$ cat src/rtl/instr_fetch_unit.sv
// Instruction fetch stage: latches the PC on a fetch request, runs the instruction-memory
// read handshake, loads IR and PC+1, and handles flush, timeout and a completed-fetch count.
module instr_fetch_unit #(
  parameter int unsigned WORD_SIZE = 16,
  parameter int unsigned TIMEOUT   = 8,
  parameter int unsigned CNT_W     = 4
) (
  input  logic                 clk,
  input  logic                 reset,
  input  logic [WORD_SIZE-1:0] pc_cur,
  input  logic                 fetch_start,
  input  logic                 flush,
  output logic                 i_readM,
  output logic [WORD_SIZE-1:0] i_address,
  input  logic [WORD_SIZE-1:0] i_data,
  input  logic                 i_ready,
  output logic [WORD_SIZE-1:0] ir,
  output logic [WORD_SIZE-1:0] pc_plus1,
  output logic                 fetch_done,
  output logic                 fetch_err,
  output logic                 busy,
  output logic [WORD_SIZE-1:0] fetch_count
);

  localparam logic [1:0] StIdle = 2'd0;
  localparam logic [1:0] StWait = 2'd1;
  localparam logic [1:0] StDone = 2'd2;

  localparam logic [CNT_W-1:0] TimeoutLast = CNT_W'((TIMEOUT == 0) ? 0 : TIMEOUT - 1);
  localparam logic [CNT_W-1:0] CntMax      = {CNT_W{1'b1}};

  logic [1:0]           state_q, state_d;
  logic [CNT_W-1:0]     wait_cnt_q;
  logic [WORD_SIZE-1:0] addr_q, pc_plus1_q, ir_q, count_q;
  logic                 err_q, err_d;
  logic                 accept, timeout_hit, load_ir;

  // A new fetch is taken from IDLE or, back-to-back, from DONE.
  assign accept      = fetch_start && ((state_q == StIdle) || (state_q == StDone));
  assign timeout_hit = (TIMEOUT != 0) && (wait_cnt_q == TimeoutLast);
  assign load_ir     = (state_q == StWait) && !flush && i_ready;

  always_comb begin
    state_d = state_q;
    err_d   = 1'b0;
    case (state_q)
      StIdle: if (fetch_start) state_d = StWait;
      StWait: begin
        if (flush) begin
          state_d = StIdle;
        end else if (i_ready) begin
          state_d = StDone;
        end else if (timeout_hit) begin
          state_d = StIdle;
          err_d   = 1'b1;
        end
      end
      StDone:  state_d = fetch_start ? StWait : StIdle;
      default: state_d = StIdle;
    endcase
  end

  always_ff @(posedge clk or posedge reset) begin
    if (reset) begin
      state_q    <= StIdle;
      wait_cnt_q <= '0;
      addr_q     <= '0;
      pc_plus1_q <= '0;
      ir_q       <= '0;
      count_q    <= '0;
      err_q      <= 1'b0;
    end else begin
      state_q <= state_d;
      err_q   <= err_d;
      if (accept) begin
        addr_q     <= pc_cur;
        pc_plus1_q <= pc_cur + 1'b1;
        wait_cnt_q <= '0;
      end else if ((state_q == StWait) && (wait_cnt_q != CntMax)) begin
        wait_cnt_q <= wait_cnt_q + 1'b1;
      end
      if (load_ir) begin
        ir_q    <= i_data;
        count_q <= count_q + 1'b1;
      end
    end
  end

  assign i_readM     = (state_q == StWait);
  assign busy        = (state_q == StWait);
  assign fetch_done  = (state_q == StDone);
  assign fetch_err   = err_q;
  assign i_address   = addr_q;
  assign pc_plus1    = pc_plus1_q;
  assign ir          = ir_q;
  assign fetch_count = count_q;

endmodule

$ cat config.mk
export PLATFORM = sky130hd
export DESIGN_NAME = instr_fetch_unit
export DESIGN_NICKNAME = d
export VERILOG_FILES = /design/src/rtl/instr_fetch_unit.sv
export SDC_FILE = /design/constraint.sdc
export NUM_CORES = 1
export LEC_CHECK = 0
export ABC_AREA = 1
export CORE_UTILIZATION = 30
export DETAILED_ROUTE_END_ITERATION = 10
export SLEW_MARGIN = 10
export SYNTH_ARGS = -nofsm -noshare
export SYNTH_HDL_FRONTEND = slang
export SYNTH_SLANG_ARGS = --single-unit
$ cat constraint.sdc
create_clock -name clk -period 2.4 [get_ports clk]
set_input_delay 0.24 -clock clk [delete_from_list [all_inputs] [get_ports clk]]
set_output_delay 0.24 -clock clk [all_outputs]
set_load 0.02 [all_outputs]
Word-level counts from Yosys, hierarchy flattened
Index checks and enable logic that the tools add are counted.

Reductions and logical operators: 9. Equal/unequal tests: 6. Muxes and demuxes: 12. $add $sub $neg: 3.

Operators with widths (count): 16-bit by 1-bit adder with 16-bit output, second input constant (2); 2-bit two-way mux (4); 4-bit two-way mux (2); 2-bit case mux with 3 select lines (1); 1-bit two-way mux (5); 4-bit by 1-bit adder with 4-bit output, second input constant (1); 4-bit by 3-bit == test with 1-bit output, second input constant (1); 1-bit logical AND (4); 4-bit by 3-bit inequality test with 1-bit output, second input constant (1); 4-bit inequality test, second input constant (1); 2-bit by 1-bit == test with 1-bit output, second input constant (1); 2-bit == test, second input constant (1); 2-bit zero test (1); 2-bit inequality test, second input constant (1); 2-bit AND reduction (1); 2-bit nonzero test (1); 1-bit zero test (1); 1-bit logical OR (1).

Flip-flop bits (word level): 71. Output and inout bits: 68. Input port bits: 37. Logic and storage cells: 37.

Longest topological paths before layout
Depth in word-level cells: 5. Mapped depth: 8. Mapped depth without buffers: 8.

Worst setup path after synthesis
Ideal clock, no wire load.

Path kind: register to register. From: register count_q[1] (netlist: fetch_count[1]). To: register count_q[8] (netlist: fetch_count[8]). Data required time: 2.283 ns. Buffers on the path: 0. Slack: 1.130 ns. Library setup time: 0.117 ns. Clock period less this slack: 1.270 ns. Cell stages (with the launch flop): 9. Data arrival time: 1.154 ns. Cell sequence: dfrtp_1 > ha_1 > inv_1 > nor2_1 > nand3_1 > nand2_1 > nand2_1 > nand2_1 > nand2_1.

Word-level cells in the longest chain between the ends: 1.

Ends and longest elaborated chain: start, declared (RTL line 34) `logic [WORD_SIZE-1:0] addr_q, pc_plus1_q, ir_q, count_q;`; start signal, assigned (RTL line 84) `count_q <= count_q + 1'b1;`; 16-bit by 1-bit adder with 16-bit output (RTL line 84).

Every way passes these cells. A chain may end at the register's enable or synchronous reset.

Worst setup path in the final report
From: register state_q[1]. To: output i_readM.

Word-level cells in the longest chain between the ends: 1.

Ends and longest elaborated chain: start, declared (RTL line 32) `logic [1:0] state_q, state_d;`; start signal, assigned (RTL line 65) `state_q <= StIdle;`; start signal, assigned (RTL line 73) `state_q <= state_d;`; 2-bit by 1-bit == test with 1-bit output (RTL line 89) `assign i_readM = (state_q == StWait);`; end, declared (RTL line 13) `output logic i_readM,`.

Every way passes these cells.

==> impl_results.md <==
- Status: complete, no violations
- Dpl cells: 660
- GPL Wtd Cong: 0.8178
- Via count: 3102
- Worst-path clk slew: 0.06 ns
- Maxcap violations: 0
- Clk_lat worst skew: 0.32 ns
- Antenna diodes: 0
- Peak VDD IR: 0.4596 mV
- # DRC: 0
- Crit share post-route: 76.44%
- Starting density of the core: 31.00%
- CTS tree: done
- Layout cell share with drive strength beyond 1: 6.343%
- First-pass GRT wire length: 14.27 mm
- Post-CTS sizing: 0
- Post-route insts no fill: 676
- DP Wirelength: 6.149 mm
- CP Cell Sequence: nor2_8 -> clkdlybuf4s50_1
- Data required time of the worst path: 2.16 ns
- GRT met3 Usage: 4.581%
- Yosys reg bits: 71
- Aggregate global routing overflow: 0
- Routed Antenna Nets: 0
- Syn Nets: 464
- Crit end category: output pin
- Total Wirelength: 8.517 mm
- Final hold violation count: 0
- Worst Hold Class: input pin to async pin
- Adder-cell share of the synthesized area: 1.107%
- Design area: 0.004912 mm²
- Mux share of post-synthesis cell area: 0.3322%
- Peak Freq: 545.1 MHz
- CTS sink count: 71
- Row Count: 38
- Largest stage delay, worst path: 0.63 ns
- Setup tns final: 0 ns
- Initial antenna violation count: 0
- Highest-count cells in the layout ignoring fill and taps: 155 x nand2_1, 104 x clkdlybuf4s50_1, 71 x dfrtp_1, 48 x nor2_1, 43 x nand3_1
- Final slew viol count: 0
- Capture point of the worst reg-to-reg path: fetch_count[11]
- Hold_buf cts: 0
- Core area: 0.01094 mm²
- Pleak: 2.342 nW
- Critical Path AT: 1.59 ns
- Sequential fraction of the synthesis area: 52.42%
- Input/output buffers: 104
- DR pass1 iterations: 4
- Reg-to-reg slack, setup: 0.77 ns
- Slew Limit Headroom: 55.60%
- Crit path max-delay family: buffers and inverters
- Minimum clock period: 1.835 ns
- Largest family of logic cells by synthesized area: simple AND/OR/NAND/NOR gates
- Met1 Track Usage GR: 20.57%
- M2 GR Usage: 24.48%
- Synth unique cells: 27
- Largest net degree at the start of global routing: 49
- Most common cell after layout, fill and taps aside: nand2_1
- Total power: 4.230 mW
- Postcts setup bufs: 0
- Final net count: 571
- RSZ-0062 raised after global routing: no
- GR Util All Layers: 15.51%
- Critical Path Source Type: flop
- Post-Synth XOR/XNOR Area: 1.550%
- Die area: 0.01173 mm²
- WL per Instance: 12.60 µm
- Synth warn: 0
- Gr busiest metal: met2
- Syn_area_per_cell: 7.994 µm²
- Vias in the first global route: 3004
- Clk buf depth: 2
- Area after DPL: 0.004569 mm²
- Reg-to-reg critical path startpoint: state_q[1]
- Die X-Extent: 108.3 µm
- CP bufs+invs: 1
- 1st-iter DRT viols: 133
- Setup Skew: 0.004951 ns
- H-tree depth: 3
- Area Overhead vs Synth: 44.92%
- Total CTS buffers: 9
- Netlist Area Pre-Place: 0.003390 mm²
- Post-Synth Simple-Gate Area: 34.48%
- Via density: 4.589
- Crit-path slowest cell: clkdlybuf4s50_1
- Setup violators final: 0
- Crit path depth: 2
- R2R depth: 6
- Kind of critical path: flop to output pin
- Crit path max fanout: 8
- Power density cells: 861.2 mW/mm²
- Compound-Gate Fraction of Synth Area: 3.027%
- Hold WS: 0.3357 ns
- Die H: 108.3 µm
- Root buffer cell: clkbuf_16
- Instance count of the mapped netlist: 424
- Ports: 105
- Slew @ Worst Pin: 0.6650 ns
-- per-stage QoR --
stage                     setup WS [ns]  utilization [%]
after floorplan                  0.3634                -
after global placement           0.5706            41.78
after detailed placement         0.5417            41.78
after CTS                        0.5376            44.92
after global routing             0.4854            44.92
final                            0.5654            44.92
-- cells in the mapped netlist --
cell type,instances,area (µm²)
a21oi_1,1,5.000
buf_2,6,30.03
buf_4,3,22.52
buf_6,2,22.52
clkbuf_1,1,3.750
dfrtp_1,71,1777
ha_1,3,37.54
inv_1,41,153.9
inv_2,2,7.510
mux2_2,1,11.26
nand2_1,155,581.8
nand2_2,3,18.77
nand3_1,43,215.2
nand3_2,1,10.01
nand3_4,1,17.52
nand3b_1,3,22.52
nand4_1,9,56.30
nor2_1,48,180.2
nor2_2,1,6.260
nor2_4,3,33.78
nor2_8,1,20.02
nor4_1,1,6.260
o211ai_1,2,15.01
o21ai_0,15,75.07
o21bai_1,1,7.510
xnor2_1,2,17.52
xor2_1,4,35.03
-- cell type report --
cell class	count	area, µm²
multi-input cells	298	1373
clock inverters	4	76.32
fillers	1111	6023
well taps	140	175.2
clock buffers	12	266.5
flip-flops and latches	71	1777
repair buffers	108	1084
inverters	43	161.4
-- how the worst max path moves through the flow --
stage,startpoint,to
after floorplan,reset,fetch_count[0]
after global placement,pc_cur[0],pc_plus1[14]
after detailed placement,flush,fetch_count[15]
after CTS,state_q[1],busy
after global routing,state_q[0],busy
final,state_q[1],i_readM
-- power by group --
part	total, mW	switching [mW]	internal, mW
clock	1.50	0.499	0.997
combinational	1.15	0.607	0.541
sequential	1.59	0.171	1.42
-- routing by layer --
metal	part of all wire (%)	wire, µm	up-vias
met5	0	0	-
met2	45	3795	111
met1	47	3994	1438
met3	7.7	655	10
met4	0.86	73	0
li1	-	-	1543
-- registers in the layout (all words and copies together) (netlist names) --
signal       count
state_q          2
pc_plus1        16
fetch_err        1
ir              16
wait_cnt_q       4
i_address       16
fetch_count     16
-- logic make-up (layout without fill, tap and decap cells) --
logic type               count (synthesis)  count (layout)
AO/OA/AOI/OAI                           19              19
XOR/XNOR                                 6               6
adder cells (fa/ha/maj)                  3               3
buffers and inverters                   55             167
flip-flops                              71              71
multiplexers                             1               1
AND/OR/NAND/NOR                        269             269
Power figures use the tool's default switching activity.
